[config.mk]
export PLATFORM = sky130hd
export DESIGN_NAME = od_window_ctrl
export DESIGN_NICKNAME = d
export VERILOG_FILES = /design/src/rtl/od_pkg.sv /design/src/rtl/od_sat_counter.sv /design/src/rtl/od_window_ctrl.sv
export SDC_FILE = /design/constraint.sdc
export NUM_CORES = 1
export LEC_CHECK = 0
export CAP_MARGIN = 15
export CORE_MARGIN = 2
export CORE_UTILIZATION = 45
export CTS_CLUSTER_SIZE = 14
export DETAILED_ROUTE_END_ITERATION = 8
export PLACE_DENSITY = 0.69
export SYNTH_ARGS = -nofsm -noshare
export SYNTH_HDL_FRONTEND = slang
export SYNTH_SLANG_ARGS = --single-unit
export TNS_END_PERCENT = 100
[constraint.sdc]
create_clock -name clk -period 2.5 [get_ports clk]
set_input_delay 0.25 -clock clk [delete_from_list [all_inputs] [get_ports clk]]
set_output_delay 0.25 -clock clk [all_outputs]
set_load 0.01 [all_outputs]
[src/rtl/od_pkg.sv]
// Shared types and default widths for the OD measurement-window datapath.
package od_pkg;

  localparam int OD_CNT_W = 10;
  localparam int OD_WIN_W = 16;

  typedef enum logic [1:0] {
    IDLE  = 2'd0,
    ARM   = 2'd1,
    COUNT = 2'd2,
    HOLD  = 2'd3
  } od_win_state_t;

endpackage

[src/rtl/od_sat_counter.sv]
// Saturating up-counter with synchronous clear; sat_hit flags an increment lost at the ceiling.
import od_pkg::*;

module od_sat_counter #(
  parameter int N = OD_CNT_W
) (
  input  logic         clk,
  input  logic         reset,
  input  logic         clear,
  input  logic         enable,
  output logic [N-1:0] count,
  output logic         sat_hit
);

  localparam logic [N-1:0] CNT_MAX  = {N{1'b1}};
  localparam logic [N-1:0] CNT_ZERO = {N{1'b0}};
  localparam logic [N-1:0] CNT_ONE  = {{(N-1){1'b0}}, 1'b1};

  // Event count register; holds at CNT_MAX instead of wrapping.
  always_ff @(posedge clk or posedge reset) begin
    if (reset) begin
      count <= CNT_ZERO;
    end else if (clear) begin
      count <= CNT_ZERO;
    end else if (enable && (count != CNT_MAX)) begin
      count <= count + CNT_ONE;
    end else begin
      count <= count;
    end
  end

  assign sat_hit = enable & ~clear & (count == CNT_MAX);

endmodule

[src/rtl/od_window_ctrl.sv]
// Measurement-window sequencer: counts event_in over a sampled window length and
// hands the final count, threshold hit and saturation flag over a valid/ready port.
import od_pkg::*;

module od_window_ctrl #(
  parameter int N     = OD_CNT_W,
  parameter int WIN_W = OD_WIN_W
) (
  input  logic             clk,
  input  logic             reset,
  input  logic             start,
  input  logic [WIN_W-1:0] win_len,
  input  logic [N-1:0]     threshold,
  input  logic             abort,
  input  logic             event_in,
  output logic             busy,
  output logic             result_valid,
  input  logic             result_ready,
  output logic [N-1:0]     result,
  output logic             hit,
  output logic             overflow
);

  localparam logic [WIN_W-1:0] WIN_ZERO = {WIN_W{1'b0}};
  localparam logic [WIN_W-1:0] WIN_ONE  = {{(WIN_W-1){1'b0}}, 1'b1};
  localparam logic [N-1:0]     CNT_MAX  = {N{1'b1}};
  localparam logic [N-1:0]     CNT_ZERO = {N{1'b0}};
  localparam logic [N-1:0]     CNT_ONE  = {{(N-1){1'b0}}, 1'b1};

  od_win_state_t    state;
  od_win_state_t    state_next;
  logic [WIN_W-1:0] remaining;
  logic [WIN_W-1:0] win_eff;
  logic [N-1:0]     thr;
  logic [N-1:0]     count;
  logic             sat_hit;
  logic             last_cycle;

  // Value the counter will hold after this edge, used to register hit together with the final count.
  function automatic logic [N-1:0] sat_next(input logic [N-1:0] c, input logic ev);
    if (ev && (c != CNT_MAX)) begin
      sat_next = c + CNT_ONE;
    end else begin
      sat_next = c;
    end
  endfunction

  od_sat_counter #(.N(N)) u_event_cnt (
    .clk     (clk),
    .reset   (reset),
    .clear   (state == ARM),
    .enable  ((state == COUNT) & event_in),
    .count   (count),
    .sat_hit (sat_hit)
  );

  assign result     = count;
  assign last_cycle = (remaining == WIN_ONE);

  // Next-state decode; abort beats the final COUNT->HOLD step.
  always_comb begin
    state_next = state;
    case (state)
      IDLE: begin
        if (start) state_next = ARM;
        else       state_next = IDLE;
      end
      ARM: begin
        if (abort) state_next = IDLE;
        else       state_next = COUNT;
      end
      COUNT: begin
        if (abort)           state_next = IDLE;
        else if (last_cycle) state_next = HOLD;
        else                 state_next = COUNT;
      end
      HOLD: begin
        if (result_ready) state_next = IDLE;
        else              state_next = HOLD;
      end
      default: state_next = IDLE;
    endcase
  end

  // State, sampled parameters, window counter and result flags.
  always_ff @(posedge clk or posedge reset) begin
    if (reset) begin
      state        <= IDLE;
      busy         <= 1'b0;
      result_valid <= 1'b0;
      remaining    <= WIN_ZERO;
      win_eff      <= WIN_ZERO;
      thr          <= CNT_ZERO;
      hit          <= 1'b0;
      overflow     <= 1'b0;
    end else begin
      state        <= state_next;
      busy         <= (state_next != IDLE);
      result_valid <= (state_next == HOLD);
      case (state)
        IDLE: begin
          if (start) begin
            win_eff <= (win_len == WIN_ZERO) ? WIN_ONE : win_len;
            thr     <= threshold;
          end
        end
        ARM: begin
          remaining <= win_eff;
          hit       <= 1'b0;
          overflow  <= 1'b0;
        end
        COUNT: begin
          remaining <= remaining - WIN_ONE;
          if (sat_hit) overflow <= 1'b1;
          if (!abort && last_cycle) hit <= (sat_next(count, event_in) >= thr);
        end
        HOLD: begin
          remaining <= remaining;
        end
        default: begin
          remaining <= WIN_ZERO;
        end
      endcase
    end
  end

endmodule

# --- Word level (Yosys, flattened, before mapping) ---
# Cells that the tools add are included.
totals:
  register_bits: 58
  input_bits: 32
  word_cells: 54
op_classes:
  addsub: 2
  n_lt_le_gt_ge: 1
  eq_ne: 9
  n_mux: 17
  n_bitwise: 4
  reduce_logical: 12
ops:
  columns: ["cell", "count"]
  rows:
  - ["10-bit two-way mux", 5]
  - ["16-bit case mux with 2 select lines", 1]
  - ["16-bit by 1-bit == test with 1-bit output (second input constant)", 1]
  - ["16-bit zero test", 1]
  - ["16-bit two-way mux", 1]
  - ["16-bit by 1-bit subtractor with 16-bit output (second input constant)", 1]
  - ["10-bit by 1-bit adder with 10-bit output (second input constant)", 1]
  - ["10-bit == test (second input constant)", 1]
  - ["10-bit greater-or-equal comparator", 1]
  - ["10-bit inequality test (second input constant)", 1]
  - ["2-bit case mux with 4 select lines", 1]
  - ["2-bit == test (second input constant)", 3]
  - ["2-bit two-way mux", 3]
  - ["2-bit AND reduction", 3]
  - ["2-bit nonzero test", 3]
  - ["1-bit two-way mux", 4]
  - ["1-bit case mux with 2 select lines", 2]
  - ["1-bit bitwise AND", 3]
  - ["1-bit logical AND", 3]
  - ["2-bit by 1-bit == test with 1-bit output (second input constant)", 1]
  - ["2-bit zero test", 1]
  - ["2-bit by 1-bit inequality test with 1-bit output (second input constant)", 1]
  - ["2-bit inequality test (second input constant)", 1]
  - ["1-bit zero test", 1]
  - ["1-bit NOT", 1]

# --- Longest topological paths before layout ---
depth:
  ltp_word: 8
  depth_mapped: 10
  depth_no_buf: 10

# --- Hierarchy ---
# A second synthesis with hierarchy kept.
hier_totals:
  cells_unflattened: 343
  hier_area_um2: 3439.5
modules_own_cells:
  columns: ["module", "instances", "cells_per_inst", "area_each_um2", "seq_area_each_um2"]
  rows:
  - ["od_window_ctrl", 1, 274, 2768.9, 1201.2]
  - ["od_sat_counter", 1, 69, 670.6, 250.2]

# --- Least setup slack after synthesis ---
# No wires, ideal clock.
synth_timing:
  kind: "register to register"
  startpoint: "register u_event_cnt.count[0]"
  endpoint: "register hit"
  setup_ps: 128
  arrival_ps: 2421
  required_time_ps: 2372
  setup_slack_ps: -49
  stages_incl_launch_ff: 11
  n_path_buf: 0
  path_cell_list: "dfrtp_1 -> ha_1 -> nand4_1 -> o31ai_1 -> nor3_1 -> xor2_1 -> ha_1 -> a21o_1 -> a21o_1 -> a21oi_1 -> a31oi_1"
synth_between:
  elab_chain_cells: 8
  elab_cells_between_ends: 9
  cone_classes: "add/sub (1); order compare (1); eq/ne (1); mux (5); reduce/logical (1)"
synth_lines:
  columns: ["element", "line_no", "text"]
  rows:
  - ["from (decl)", "od_sat_counter.sv:11", "output logic [N-1:0] count,"]
  - ["from (signal assigned)", "od_sat_counter.sv:26", "count <= count + CNT_ONE;"]
  - ["from (signal assigned)", "od_sat_counter.sv:28", "count <= count;"]
  - ["parallel branches: the longest is 2 deep, another holds 10-bit by 1-bit adder with 10-bit output", null, null]
  - ["10-bit two-way mux *", "od_window_ctrl.sv:41", "if (ev && (c != CNT_MAX)) begin"]
  - ["10-bit two-way mux *", "od_window_ctrl.sv:115", "if (!abort && last_cycle) hit <= (sat_next(count, event_in) >= thr);"]
  - ["10-bit two-way mux *", "od_window_ctrl.sv:100", "case (state)"]
  - ["10-bit greater-or-equal comparator *", "od_window_ctrl.sv:115", null]
  - ["1-bit two-way mux *", "od_window_ctrl.sv:115", null]
  - ["1-bit case mux with 2 select lines *", "od_window_ctrl.sv:100", null]
  - ["to (signal assigned)", "od_window_ctrl.sv:115", null]
  - ["to (decl)", "od_window_ctrl.sv:20", "output logic hit,"]
# Every way passes the cells marked *. The select of a mux whose other input is x is not followed.
# A chain may end at the register's enable or synchronous reset.

# --- Final worst setup path ---
# Same ends and word-level chain as after synthesis.

==> flow_summary.toml <==
[sta]
worst_pin_slew_ns = 0.6741
fin_crit_sh_pct = 94.55
skew_ns = 0.007862
period_minus_slack_ns = 2.364
finalHoldViolCount = 0
slew_viol_final = 0
fmax_ghz = 0.4231
hold_ws_ns = 0.2975
max_slew_margin_pct = 54.64
setup_viol = 0
setup_slack_ns = 0.1363

[global_routing]
grtUsageMet3_pct = 4.205
grt_max_degree = 59
grt_pass1_vias = 2625
grt_pass1_wl_um = 12650
grt_usage_pct = 20.10
use_met2_pct = 29.41
top_usage_layer = "met1"
grt_util_met1_pct = 30.57
grt.overflow.total = 0
antenna_found_initial = 0

[yosys]
synth.area.top_cells = "dfrtp_1, mux2_2, ha_1"
synth_edf_count = 0
synth_fp_nets = 385
ys_ff_latch = 58
synth.top_cells.by_count = "dfrtp_1, a21oi_1, mux2_2"
netlist.area_leader.share_pct = 43.97
synth_area_leader_cell = "dfrtp_1"
ys.flop_type = "dfrtp_1"
netlist_instances = 335
syn_area_um2 = 3301
avgSynthCellArea_um2 = 9.853
synth-async-reset-ratio_pct = 100.0
ys_seq_area_share_pct = 43.97
yosysMostFrequentCell = "dfrtp_1"
synth_cell_types = 50
ys.warnings.count = 0

[detailed_routing]
drtPass1Iterations = 4
drc_errors = 0
wl_per_cell_um = 15.18
vias = 2767
ant_nets = 0
wl_um = 7573
viasPerCell = 5.545
drtIter0Drc = 190

[cts]
cts_setup_buffers = 0
clock_latency_ns = 0.33
clockRootBuffer = "clkbuf_8"
numClockSinks = 58
hold_buffers = 0
cts-resized-gates = 0
numCtsBuffers = 9
cts_tree = "yes"
cts_max_path_buffers = 2
clk_pin_slew_ns = 0.07
h-tree-depth = 3

[setup_path]
crit_required_ns = 2.74
cp-endpoint = "hit"
worstSetupPathDepth = 9
cp_cell_sequence = "ha_2 > nand4_1 > nor3_1 > mux2_2 > ha_1 > nand4_1 > a21oi_1 > a21oi_1 > a31oi_1"
r2r_cells = 9
crit_start = "u_event_cnt.count[0]"
cp-start-kind = "flop"
rrSetupSlack_ns = 0.14
cp_slowest_cell = "mux2_2"
worst_ep_arrival_time_ns = 2.61
rr_endpoint = "hit"
cp_max_fo = 6
slowest_delay_ns = 0.37
rr_startpoint = "u_event_cnt.count[0]"
crit_buf_inv = 0
critPathKind = "reg2reg"
critPathTopFamily = "simple AND/OR/NAND/NOR gates"
end_kind = "flop"

[floorplanning]
initial_core_util_pct = 46.00
die_height_um = 89.65
placementRows = 31
core_area_um2 = 7176
ios = 46
die_area_um2 = 8036
die_x_um = 89.65

[finish]
fin_util_pct = 58.78
nets = 445
diodes = 0
nFillCells = 609
syn2layout_area_growth_pct = 27.79
final_layout_size_suffix_gt1_share_pct = 18.00

[power]
peakVddDrop_mv = 0.5275
p_per_area_nw_per_um2 = 990.1
power_mw = 4.176
power.leakage_nw = 1.752

[flow_run]
cap_viol_max_count = 0

[placement]
io_buffers = 45
hpwl_um = 5392
preCtsSetupSlack_ns = 0.09546
gp_congestion = 0.9064

[status]
status = "finished, final reports clean"

[min_path]
min_path_type = "in2async"
worst min-delay path: stages:
cell and delay [ns]:
clkdlybuf4s50_1 0.42, inv_2 0.08, buf_12 0.28
logic make-up after synthesis:
logic type | count (synthesis) | synth area share [%]
adders and majority gates | 18 | 6.823
DFF | 58 | 43.97
muxes | 30 | 10.12
and+or+nand+nor | 99 | 16.00
buffers and inverters | 35 | 4.018
xor gates and xnor gates | 10 | 2.654
AOI/OAI and AO/OA | 85 | 16.41
report_power, final:
part           leakage, nW  switching [mW]  internal, mW
Sequential           0.704           0.302          1.33
Combinational        0.938           0.799         0.783
Clock                0.109           0.378         0.585
Total                 1.75            1.48          2.70
worst min path at each step:
| stage | endpoint | slack [ns] | from | cells past startpoint |
|---|---|---|---|---|
| after global routing | remaining[14] | 0.36 | reset | 3 |
| after detailed placement | win_eff[0] | 0.49 | win_eff[0] | 2 |
| after CTS | win_eff[3] | 0.32 | reset | 3 |
| after floorplan | thr[0] | 0.40 | threshold[0] | 1 |
| final | u_event_cnt.count[0] | 0.30 | reset | 3 |
| after global placement | win_eff[0] | 0.47 | win_eff[0] | 2 |
layout make-up:
| cell class | count | area (um2) | area share (%) |
|---|---|---|---|
| clock inverters | 5 | 77.57 | 1.839 |
| inverters | 19 | 71.32 | 1.691 |
| clock buffers | 11 | 141.4 | 3.352 |
| flip-flops and latches | 58 | 1451 | 34.41 |
| well taps | 99 | 123.9 | 2.937 |
| repair buffers | 65 | 613.1 | 14.54 |
| multi-input cells | 242 | 1739 | 41.23 |
stage by stage:
| stage | cells | area [um2] | TNS, ns |
|---|---|---|---|
| finish | 499 | 4218 | 0 |
| global route | 499 | 4218 | -0.008220 |
| CTS | 499 | 4200 | 0 |
| detailed placement | 483 | 3981 | 0 |
| global placement | 483 | 3981 | 0 |
| floorplan | 335 | 3306 | 0 |
routing by layer:
layer  vias up  wire [um]
met3         4        240
met4         0         58
met2        53       3347
li1       1365          -
met1      1345       3928
met5         -          0
layout by cell type, fill, tap and decap left out, types with 2 or more instances in the layout:
cell / netlist / final
dfrtp_1: 58 / 58
buf_4: 0 / 19
mux2_2: 27 / 27
xnor2_1: 7 / 7
o31a_1: 2 / 2
o21ai_0: 13 / 13
or3_1: 2 / 2
a31o_2: 2 / 2
o22ai_1: 3 / 3
and2_1: 2 / 2
bufinv_16: 0 / 2
a41o_1: 2 / 2
clkbuf_8: 0 / 10
nand4_1: 10 / 10
a21oi_1: 33 / 33
clkinv_2: 0 / 2
a31oi_1: 3 / 2
clkdlybuf4s50_1: 0 / 45
xor2_1: 3 / 3
o31ai_1: 6 / 5
nand3_1: 10 / 10
nor2b_1: 3 / 3
a21o_1: 4 / 4
nand2_1: 18 / 18
nor4_1: 6 / 6
and4_1: 3 / 3
a22o_1: 2 / 2
ha_1: 18 / 17
a22oi_1: 2 / 2
or4_1: 6 / 6
inv_1: 18 / 17
nor3_1: 13 / 13
a2bb2oi_1: 3 / 3
nand2b_1: 2 / 2
nor2_1: 19 / 19
mux2i_1: 3 / 3
registers in the layout, summed over array words and instances, names as in the netlist:
name / cells
remaining: 16
win_eff: 16
thr: 10
u_event_cnt.count: 10
state: 2
busy: 1
hit: 1
overflow: 1
result_valid: 1
No activity file was read; power rests on OpenSTA's default activity.
